--- config.mk ---
export PLATFORM = sky130hd
export DESIGN_NAME = filter_event_ctrl_flat
export DESIGN_NICKNAME = d
export VERILOG_FILES = /design/src/rtl/filter_event_ctrl_if.sv /design/src/rtl/filter_event_ctrl.sv /design/src/flat_wrapper.sv
export SDC_FILE = /design/constraint.sdc
export NUM_CORES = 1
export LEC_CHECK = 0
export BUFFER_PORTS_ARGS = -buffer_cell sky130_fd_sc_hd__buf_2
export CAP_MARGIN = 25
export CORE_ASPECT_RATIO = 1.1
export CORE_UTILIZATION = 35
export DETAILED_ROUTE_END_ITERATION = 16
export GPL_TIMING_DRIVEN = 1
export PLACE_DENSITY = 0.63
export SYNTH_ARGS = -nofsm -noshare
export SYNTH_HDL_FRONTEND = slang
export SYNTH_SLANG_ARGS = --single-unit
--- constraint.sdc ---
create_clock -name clk -period 2.3 [get_ports clk]
set_input_delay 0 -clock clk [delete_from_list [all_inputs] [get_ports clk]]
set_output_delay 0 -clock clk [all_outputs]
set_load 0.005 [all_outputs]
--- src/rtl/filter_event_ctrl_if.sv ---
// Event readout channel: one {amplitude, timestamp} record per valid/ready handshake.
interface filter_event_ctrl_if #(
   parameter int unsigned DataW = 16,
   parameter int unsigned TsW   = 32
);
   logic                    evt_valid;
   logic                    evt_ready;
   logic signed [DataW-1:0] evt_amp;
   logic [TsW-1:0]          evt_time;

   modport master (
      output evt_valid,
      output evt_amp,
      output evt_time,
      input  evt_ready
   );

   modport slave (
      input  evt_valid,
      input  evt_amp,
      input  evt_time,
      output evt_ready
   );
endinterface

--- src/rtl/filter_event_ctrl.sv ---
// Run/event controller for a trapezoidal filter: settle, threshold trigger, peak window, dead time.
// Optional pileup rejection is compiled in with FILTER_PILEUP_REJECT_EN.
module filter_event_ctrl #(
   parameter int unsigned SIZE_FILTER_DATA = 16,
   parameter int unsigned SETTLE_CYCLES    = 16,
   parameter int unsigned PEAK_WIN         = 8,
   parameter int unsigned DEAD_TIME        = 32,
   parameter int unsigned TS_W             = 32
) (
   input  logic                               clk,
   input  logic                               reset,
   input  logic                               enable,
   input  logic signed [SIZE_FILTER_DATA-1:0] threshold,
   input  logic signed [SIZE_FILTER_DATA-1:0] filter_data,
   output logic                               filter_rst_n,
   output logic                               busy,
   filter_event_ctrl_if.master                evt,
   output logic [7:0]                         drop_cnt
);

   typedef enum logic [2:0] {StIdle, StSettle, StArmed, StPeak, StDead} state_e;

   localparam logic [TS_W-1:0] TsOne = 1;

   state_e                             state_q, state_d;
   logic [31:0]                        cnt_q, cnt_d;
   logic [TS_W-1:0]                    ts_q, ts_d;
   logic [TS_W-1:0]                    tlatch_q, tlatch_d;
   logic signed [SIZE_FILTER_DATA-1:0] peak_q, peak_d;
   logic                               finalize;
   logic                               reject;
   logic                               accept;

   logic                               valid_q, valid_d;
   logic signed [SIZE_FILTER_DATA-1:0] amp_q, amp_d;
   logic [TS_W-1:0]                    time_q, time_d;
   logic [7:0]                         drop_q, drop_d;
   logic                               run_q;

`ifdef FILTER_PILEUP_REJECT_EN
   logic below_q, below_d;
   logic pile_q, pile_d;
   assign reject = pile_q;
`else
   assign reject = 1'b0;
`endif

   always_comb begin
      state_d  = state_q;
      cnt_d    = cnt_q;
      ts_d     = ts_q;
      tlatch_d = tlatch_q;
      peak_d   = peak_q;
      finalize = 1'b0;
`ifdef FILTER_PILEUP_REJECT_EN
      below_d  = below_q;
      pile_d   = pile_q;
`endif
      if (state_q != StIdle) ts_d = ts_q + TsOne;

      unique case (state_q)
         StIdle: begin
            if (enable) begin
               state_d = StSettle;
               cnt_d   = '0;
               ts_d    = '0;
            end
         end
         StSettle: begin
            if (cnt_q == SETTLE_CYCLES - 1) state_d = StArmed;
            else cnt_d = cnt_q + 32'd1;
         end
         StArmed: begin
            if (filter_data > threshold) begin
               state_d  = StPeak;
               peak_d   = filter_data;
               // Timestamp of the crossing edge is the value the counter takes at that edge.
               tlatch_d = ts_q + TsOne;
               cnt_d    = 32'd1;
`ifdef FILTER_PILEUP_REJECT_EN
               below_d  = 1'b0;
               pile_d   = 1'b0;
`endif
            end
         end
         StPeak: begin
            if (cnt_q == PEAK_WIN) begin
               finalize = 1'b1;
               state_d  = StDead;
               cnt_d    = '0;
            end else begin
               cnt_d = cnt_q + 32'd1;
               if (filter_data > peak_q) peak_d = filter_data;
`ifdef FILTER_PILEUP_REJECT_EN
               if (filter_data <= threshold) below_d = 1'b1;
               else if (below_q) pile_d = 1'b1;
`endif
            end
         end
         StDead: begin
            if (cnt_q == DEAD_TIME - 1) state_d = StArmed;
            else cnt_d = cnt_q + 32'd1;
         end
         default: state_d = StIdle;
      endcase

      // Dropping enable abandons any event still in the window.
      if (state_q != StIdle && !enable) begin
         state_d  = StIdle;
         finalize = 1'b0;
      end
   end

   always_comb begin
      accept  = finalize && !reject && (!valid_q || evt.evt_ready);
      valid_d = valid_q;
      amp_d   = amp_q;
      time_d  = time_q;
      drop_d  = drop_q;
      if (valid_q && evt.evt_ready) valid_d = 1'b0;
      if (accept) begin
         valid_d = 1'b1;
         amp_d   = peak_q;
         time_d  = tlatch_q;
      end
      if (finalize && !accept && drop_q != 8'hFF) drop_d = drop_q + 8'd1;
   end

   always_ff @(posedge clk) begin
      if (!reset) begin
         state_q  <= StIdle;
         cnt_q    <= '0;
         ts_q     <= '0;
         tlatch_q <= '0;
         peak_q   <= '0;
         valid_q  <= 1'b0;
         amp_q    <= '0;
         time_q   <= '0;
         drop_q   <= '0;
         run_q    <= 1'b0;
`ifdef FILTER_PILEUP_REJECT_EN
         below_q  <= 1'b0;
         pile_q   <= 1'b0;
`endif
      end else begin
         state_q  <= state_d;
         cnt_q    <= cnt_d;
         ts_q     <= ts_d;
         tlatch_q <= tlatch_d;
         peak_q   <= peak_d;
         valid_q  <= valid_d;
         amp_q    <= amp_d;
         time_q   <= time_d;
         drop_q   <= drop_d;
         run_q    <= (state_d != StIdle);
`ifdef FILTER_PILEUP_REJECT_EN
         below_q  <= below_d;
         pile_q   <= pile_d;
`endif
      end
   end

   assign filter_rst_n  = run_q;
   assign busy          = run_q;
   assign evt.evt_valid = valid_q;
   assign evt.evt_amp   = amp_q;
   assign evt.evt_time  = time_q;
   assign drop_cnt      = drop_q;

endmodule
--- src/flat_wrapper.sv ---
// flat-port wrapper written by rule: the top's interface ports become plain ports
module filter_event_ctrl_flat 
#(
   parameter int unsigned SIZE_FILTER_DATA = 16,
   parameter int unsigned SETTLE_CYCLES    = 16,
   parameter int unsigned PEAK_WIN         = 8,
   parameter int unsigned DEAD_TIME        = 32,
   parameter int unsigned TS_W             = 32
)
  (clk, reset, enable, threshold, filter_data, filter_rst_n, busy, drop_cnt, evt_evt_valid, evt_evt_amp, evt_evt_time, evt_evt_ready);
  filter_event_ctrl_if evt_i ();
  input  logic clk;
  input  logic reset;
  input  logic enable;
  input  logic signed [SIZE_FILTER_DATA-1:0] threshold;
  input  logic signed [SIZE_FILTER_DATA-1:0] filter_data;
  output logic filter_rst_n;
  output logic busy;
  output logic [7:0] drop_cnt;
  output wire logic [$bits(evt_i.evt_valid)-1:0] evt_evt_valid;
  output wire logic [$bits(evt_i.evt_amp)-1:0] evt_evt_amp;
  output wire logic [$bits(evt_i.evt_time)-1:0] evt_evt_time;
  input wire logic [$bits(evt_i.evt_ready)-1:0] evt_evt_ready;
  assign evt_evt_valid = evt_i.evt_valid;
  assign evt_evt_amp = evt_i.evt_amp;
  assign evt_evt_time = evt_i.evt_time;
  assign evt_i.evt_ready = evt_evt_ready;
  filter_event_ctrl #(.SIZE_FILTER_DATA(SIZE_FILTER_DATA), .SETTLE_CYCLES(SETTLE_CYCLES), .PEAK_WIN(PEAK_WIN), .DEAD_TIME(DEAD_TIME), .TS_W(TS_W)) u_core (.clk(clk), .reset(reset), .enable(enable), .threshold(threshold), .filter_data(filter_data), .filter_rst_n(filter_rst_n), .busy(busy), .evt(evt_i), .drop_cnt(drop_cnt));
endmodule
After elaboration in Yosys (flattened, before gate mapping):

Index checks and enable logic that the tools add are counted.

* $lt $le $gt $ge: 2
* equality and inequality tests: 14
* add/sub/neg operators: 3
* reduce and logical (&&, ||, !) cells: 18
* bitwise operators: 0
* divide/modulo/power cells: 0
* multiply operators: 0
* multiplexer cells: 25
* shift operators: 0

Operators with widths (number)
* 2-to-1 mux 32 bit: 8
* one-hot mux 32 bit (5 select lines): 1
* adder 32 x 1 -> 32 bit, second input constant: 2
* equality test 32 x 4 -> 1 bit, second input constant: 2
* 2-to-1 mux 16 bit: 3
* equality test 32 x 5 -> 1 bit, second input constant: 1
* greater-than comparator 16 bit: 2
* one-hot mux 16 bit (2 select lines): 1
* 2-to-1 mux 3 bit: 6
* one-hot mux 3 bit (5 select lines): 1
* adder 8 x 1 -> 8 bit, second input constant: 1
* != test 2 bit, second input constant: 4
* != test 8 bit, second input constant: 1
* equality test 3 x 2 -> 1 bit, second input constant: 2
* nonzero test 3 bit: 2
* logical AND 1 bit: 5
* 2-to-1 mux 1 bit: 5
* AND reduction 5 bit: 1
* nonzero test 5 bit: 1
* != test 2 x 1 -> 1 bit, second input constant: 2
* AND reduction 4 bit: 1
* nonzero test 2 bit: 2
* equality test 3 x 1 -> 1 bit, second input constant: 1
* equality test 3 bit, second input constant: 1
* 4 further kinds: 6

* input port bits: 36
* memories: 0
* output and inout port bits: 59
* bits in latches: 0
* register bits after elaboration: 173
* bits in writable memories: 0
* bits in read-only memories: 0
* word-level logic and storage cells: 72

Depth between registers and ports, before layout:

* depth after elaboration: 8
* gate-level depth with buffers: 11
* mapped depth without buffers: 9

Least setup slack after synthesis:

Ideal clock, no wire load.

* path type: flip-flop to flip-flop
* from: register u_core.peak_q[14]
* to: register u_core.peak_q[0]
* library setup time: 72 ps
* period minus slack after synthesis: 2512 ps
* path slack: -212 ps
* arrival time: 2440 ps
* path buffers: 1
* cell stages (with the launch flop): 11
* data required time: 2228 ps
* path through: dfxtp_1 -> inv_1 -> ha_1 -> nand4_1 -> or4_1 -> a21oi_1 -> a211oi_1 -> or2_2 -> a31oi_4 -> buf_12 -> mux2i_1

* longest elaborated chain between the ends: 3

RTL lines
* start: declaration: RTL line filter_event_ctrl.sv:29 `logic signed [SIZE_FILTER_DATA-1:0] peak_q, peak_d;`
* start signal: assignment: RTL line filter_event_ctrl.sv:150 `peak_q <= peak_d;`
* greater-than comparator 16 bit: RTL line filter_event_ctrl.sv:93 `if (filter_data > peak_q) peak_d = filter_data;`
* != test 2 x 1 -> 1 bit (no line)
* AND reduction 4 bit (no line)

Every way passes these cells.
A chain may end at the register's enable or synchronous reset.

Final worst setup path:

* from: register u_core.peak_q[10]
* to: register u_core.peak_q[8]

Same word-level chain as after synthesis.

==> report_table.html <==
<table>
<tr><th>Metric</th><th>Value</th></tr>
<tr><th colspan="2">Clocking</th></tr>
<tr><td>Buffer cell driving the clock tree root</td><td>clkbuf_16</td></tr>
<tr><td>Clock latency of the later-clocked register in the worst-skew pair</td><td>roughly 430 ps</td></tr>
<tr><td>CTS tree</td><td>done</td></tr>
<tr><td>CTS buffer count</td><td>17</td></tr>
<tr><td>Maximum count of clock buffers along a single path</td><td>2</td></tr>
<tr><td>H-tree depth</td><td>4</td></tr>
<tr><td>Clock edge transition at the registers on the reported setup and hold paths</td><td>70 ps</td></tr>
<tr><td>TritonCTS Sinks</td><td>between 150 and 200</td></tr>
<tr><th colspan="2">Synthesis</th></tr>
<tr><td>Count of flip-flops with a built-in enable after synthesis</td><td>0</td></tr>
<tr><td>Part of the Yosys area used for sequential elements</td><td>0.403</td></tr>
<tr><td>Netlist cell types</td><td>just over 60</td></tr>
<tr><td>Number of nets in the synthesized netlist</td><td>1162</td></tr>
<tr><td>Share of flip-flops with an asynchronous set or reset</td><td>0</td></tr>
<tr><td>Per-instance average area after synthesis</td><td>about 7.9 sq um</td></tr>
<tr><td>Dominant register cell in the synthesized netlist</td><td>dfxtp_1</td></tr>
<tr><td>Synthesis Warnings</td><td>0</td></tr>
<tr><td>Area share of the leading cell type in the synthesized netlist</td><td>0.403</td></tr>
<tr><td>Synthesized cell area</td><td>between 8000 and 9000 sq um</td></tr>
<tr><td>Largest cells by area after synthesis</td><td>dfxtp_1, nand2_1, a21oi_1</td></tr>
<tr><td>Yosys reg bits</td><td>173</td></tr>
<tr><td>Biggest area consumer among synthesized cells</td><td>dfxtp_1</td></tr>
<tr><td>Instance count of the mapped netlist</td><td>about 1100</td></tr>
<tr><th colspan="2">Die</th></tr>
<tr><td>Floorplan row count</td><td>slightly below 60</td></tr>
<tr><td>Core region area</td><td>about 24000 sq um</td></tr>
<tr><td>Die Ht</td><td>approximately 170 um</td></tr>
<tr><td>Die width</td><td>approximately 150 um</td></tr>
<tr><td>Top-Level Pins</td><td>95</td></tr>
<tr><td>Full die area</td><td>approximately 25000 sq um</td></tr>
<tr><td>Starting Density</td><td>0.360</td></tr>
<tr><th colspan="2">Pwr</th></tr>
<tr><td>Power per cell area</td><td>approximately 590 nW/um^2</td></tr>
<tr><td>Peak VDD IR</td><td>424 uV</td></tr>
<tr><td>Post-layout power</td><td>6.51 mW</td></tr>
<tr><td>LEAKAGE</td><td>~4.5 nW</td></tr>
<tr><th colspan="2">Worst setup path</th></tr>
<tr><td>Startpoint of the worst register-to-register path</td><td>u_core.peak_q[10]</td></tr>
<tr><td>Worst-case register-to-register setup slack</td><td>-140 ps</td></tr>
<tr><td>RR Endpoint</td><td>u_core.peak_q[8]</td></tr>
<tr><td>Launch point of the critical path</td><td>u_core.peak_q[10]</td></tr>
<tr><td>Startpoint type of the worst setup path</td><td>flop</td></tr>
<tr><td>R2R cell count</td><td>10</td></tr>
<tr><td>Crit path arrival time</td><td>2800 ps</td></tr>
<tr><td>Start-to-end type of the worst setup path</td><td>reg2reg</td></tr>
<tr><td>Maximum fanout along the worst path</td><td>7</td></tr>
<tr><td>Critical path capture point</td><td>u_core.peak_q[8]</td></tr>
<tr><td>Data required time of the worst path</td><td>2660 ps</td></tr>
<tr><td>Kind of end point of the critical path</td><td>flop</td></tr>
<tr><th colspan="2">Global route</th></tr>
<tr><td>Most used routing layer in global routing</td><td>met2</td></tr>
<tr><td>Global-route wire length before repair</td><td>about 37 mm</td></tr>
<tr><td>GR Util met2</td><td>0.301</td></tr>
<tr><td>Number of antenna violations at the first check in global routing</td><td>0</td></tr>
<tr><td>Number of global-route vias before repair</td><td>7697</td></tr>
<tr><td>Global-route usage over all layers</td><td>0.180</td></tr>
<tr><td>Met3 usage in global routing</td><td>0.0266</td></tr>
<tr><td>Maximum number of pins on one net before global-route repair</td><td>63</td></tr>
<tr><td>Global-route congestion overflow total</td><td>0</td></tr>
<tr><td>Met1 Use GR</td><td>0.237</td></tr>
<tr><th colspan="2">Route</th></tr>
<tr><td>Vias after detailed routing</td><td>~8200</td></tr>
<tr><td>Detailed-route wire length per cell</td><td>about 14 um</td></tr>
<tr><td>DR iter-0 viols</td><td>roughly 350</td></tr>
<tr><td>DR vias/cell</td><td>5.20</td></tr>
<tr><td>Final ANT Viol Nets</td><td>0</td></tr>
<tr><td>Routed wire length</td><td>approximately 23 mm</td></tr>
<tr><td>DRC Markers</td><td>0</td></tr>
<tr><td>First-pass iteration count of the detailed router</td><td>5</td></tr>
<tr><th colspan="2">Final layout</th></tr>
<tr><td>Most common cell after layout, fill and taps aside</td><td>nand2_1</td></tr>
<tr><td>End-of-flow core utilization</td><td>0.465</td></tr>
<tr><td>Design area</td><td>11100 sq um</td></tr>
<tr><td>Final Net Count</td><td>approximately 1300</td></tr>
<tr><td>Antenna Cells</td><td>0</td></tr>
<tr><td>Share of final-layout standard cells stronger than drive strength 1</td><td>0.226</td></tr>
<tr><td>Final instance count without filler cells</td><td>approximately 1600</td></tr>
<tr><td>Layout Area Growth over Synthesis</td><td>29.3%</td></tr>
<tr><td>Commonest cells after routing, fill and taps aside</td><td>nand2_1, dfxtp_1, nor2_1</td></tr>
<tr><td>Count of fill cells added during filler insertion</td><td>roughly 2300</td></tr>
<tr><th colspan="2">Placement</th></tr>
<tr><td>Placer congestion estimate</td><td>0.807</td></tr>
<tr><td>HPWL after detailed placement</td><td>15.2 mm</td></tr>
<tr><td>Input/output buffers</td><td>between 90 and 100</td></tr>
<tr><td>Pre-CTS setup slack</td><td>-148 ps</td></tr>
<tr><td>Inst Count DP</td><td>approximately 1500</td></tr>
<tr><td>Placement-stage cell area</td><td>10000 sq um</td></tr>
<tr><th colspan="2">STA</th></tr>
<tr><td>Ratio of final minimum period to clock period</td><td>1.06</td></tr>
<tr><td>Least-Margin Pin Slew</td><td>703 ps</td></tr>
<tr><td>Setup repair after global routing missed its margin</td><td>true</td></tr>
<tr><td>Fin Hold WS</td><td>between 80 and 90 ps</td></tr>
<tr><td>Final clock skew</td><td>between 6 and 7 ps</td></tr>
<tr><td>Post-route minimum period</td><td>2440 ps</td></tr>
<tr><td>Total negative slack for setup checks</td><td>-1720 ps</td></tr>
<tr><td>Worst max-slew margin expressed relative to the limit</td><td>0.532</td></tr>
<tr><td>Final count of negative-setup-slack endpoints</td><td>16</td></tr>
<tr><td>Setup slack of the critical path after layout</td><td>-140 ps</td></tr>
<tr><td>Fmax</td><td>between 400 and 500 MHz</td></tr>
<tr><td>Slew Limit Fails</td><td>0</td></tr>
<tr><td>Final Hold Vio Count</td><td>0</td></tr>
<tr><th colspan="2">Outcome</th></tr>
<tr><td>Violated checks</td><td>setup timing</td></tr>
<tr><td>Outcome</td><td>finished, violations left</td></tr>
<tr><th colspan="2">Flow run</th></tr>
<tr><td>Maxcap violations</td><td>0</td></tr>
<tr><th colspan="2">Min path</th></tr>
<tr><td>Path category of the worst min-delay check</td><td>in2reg</td></tr>
</table>
## area by class of cell
cell class	instances	area, sq um	share of cell area
multi-input combinational	810	4840	0.436
sequential	173	3470	0.313
timing repair buffer	226	1640	0.148
clock buffer	18	439	0.0396
tap	305	382	0.0344
clock inverter	14	173	0.0156
inverter	40	153	0.0138
## how the worst min path moves through the flow
stage                          startpoint                   end  slack (ps)  cells past startpoint
final                              enable  u_core.evt.evt_valid          90                      4
after global routing               enable  u_core.evt.evt_valid         100                      4
after CTS                          enable  u_core.evt.evt_valid          70                      4
after detailed placement   filter_data[0]      u_core.peak_q[0]         280                      3
after global placement     filter_data[0]      u_core.peak_q[0]         280                      3
after floorplan           filter_data[10]     u_core.peak_q[10]         130                      2
## Yosys cell counts (all sizes together), types with 2 or more instances
| master | instances |
|---|---|
| mux2i | 20 |
| a21o | 8 |
| o21a | 4 |
| nand3 | 30 |
| xor2 | 14 |
| o211ai | 7 |
| clkbuf | 52 |
| a41oi | 4 |
| or2 | 3 |
| nor2 | 113 |
| o22ai | 3 |
| a22oi | 9 |
| nand3b | 3 |
| o31ai | 4 |
| nand4 | 15 |
| dfxtp | 173 |
| or4 | 2 |
| nor3b | 3 |
| a311oi | 3 |
| nand2b | 2 |
| nor4 | 16 |
| or3 | 11 |
| o21ai | 45 |
| and2 | 8 |
| a31o | 4 |
| buf | 15 |
| a21oi | 101 |
| nor2b | 3 |
| a31oi | 10 |
| inv | 40 |
| and3 | 22 |
| nor3 | 22 |
| a21boi | 2 |
| xnor2 | 23 |
| nand2 | 198 |
| a211oi | 32 |
| o31a | 3 |
| ha | 36 |
| o2111ai | 2 |
| and4 | 12 |
## per-layer routing
metal  vias up  share of wire
met4         0          0.011
li1       4179              -
met2       171           0.48
met5         -              0
met1      3877           0.47
met3        21          0.043
## where the power goes
part	total (mW)	switching, mW	leakage (nW)	internal (mW)
clock	2.98	1.39	0.296	1.59
sequential	3.01	0.00552	1.40	3.00
combinational	0.529	0.301	2.79	0.229
## kinds of logic (layout without fill, tap and decap cells)
group,Yosys count,in the layout,synth area share
AOI/OAI and AO/OA,249,249,0.180
muxes,20,20,0.0233
DFF,173,173,0.403
buffers and inverters,107,298,0.0532
and+or+nand+nor,468,468,0.250
xor gates and xnor gates,37,37,0.0377
adders and majority gates,36,36,0.0525
## worst max-delay path, stage by stage, from the launching register on
cell      delay (ps)
dfxtp_2          340
inv_2             40
ha_4             260
nand4_1          120
or4_4            550
a21oi_2          140
a211oi_2          50
or2_4            250
a31oi_4          230
buf_6            180
mux2i_1          200
## flip-flops by register name, summed over array words and instances (netlist names)
signal and count:
u_core.peak_q 16, u_core.tlatch_q 32, u_core.drop_cnt 8, u_core.evt.evt_time 32, u_core.busy 1, u_core.evt.evt_valid 1, u_core.cnt_q 32, u_core.state_q 3
u_core.ts_q 32, u_core.evt.evt_amp 16
## timing repair
| action | CTS | global route |
|---|---|---|
| buffers inserted | 4 | 3 |
| hold buffers | 17 | 0 |
| pin swaps | 8 | 8 |
| resized for setup | 12 | 24 |
| gates cloned | 0 | 3 |
| setup endpoints to repair | 26 | 87 |
| hold endpoints to repair | 17 | 0 |
No activity file was read; power rests on OpenSTA's default activity.
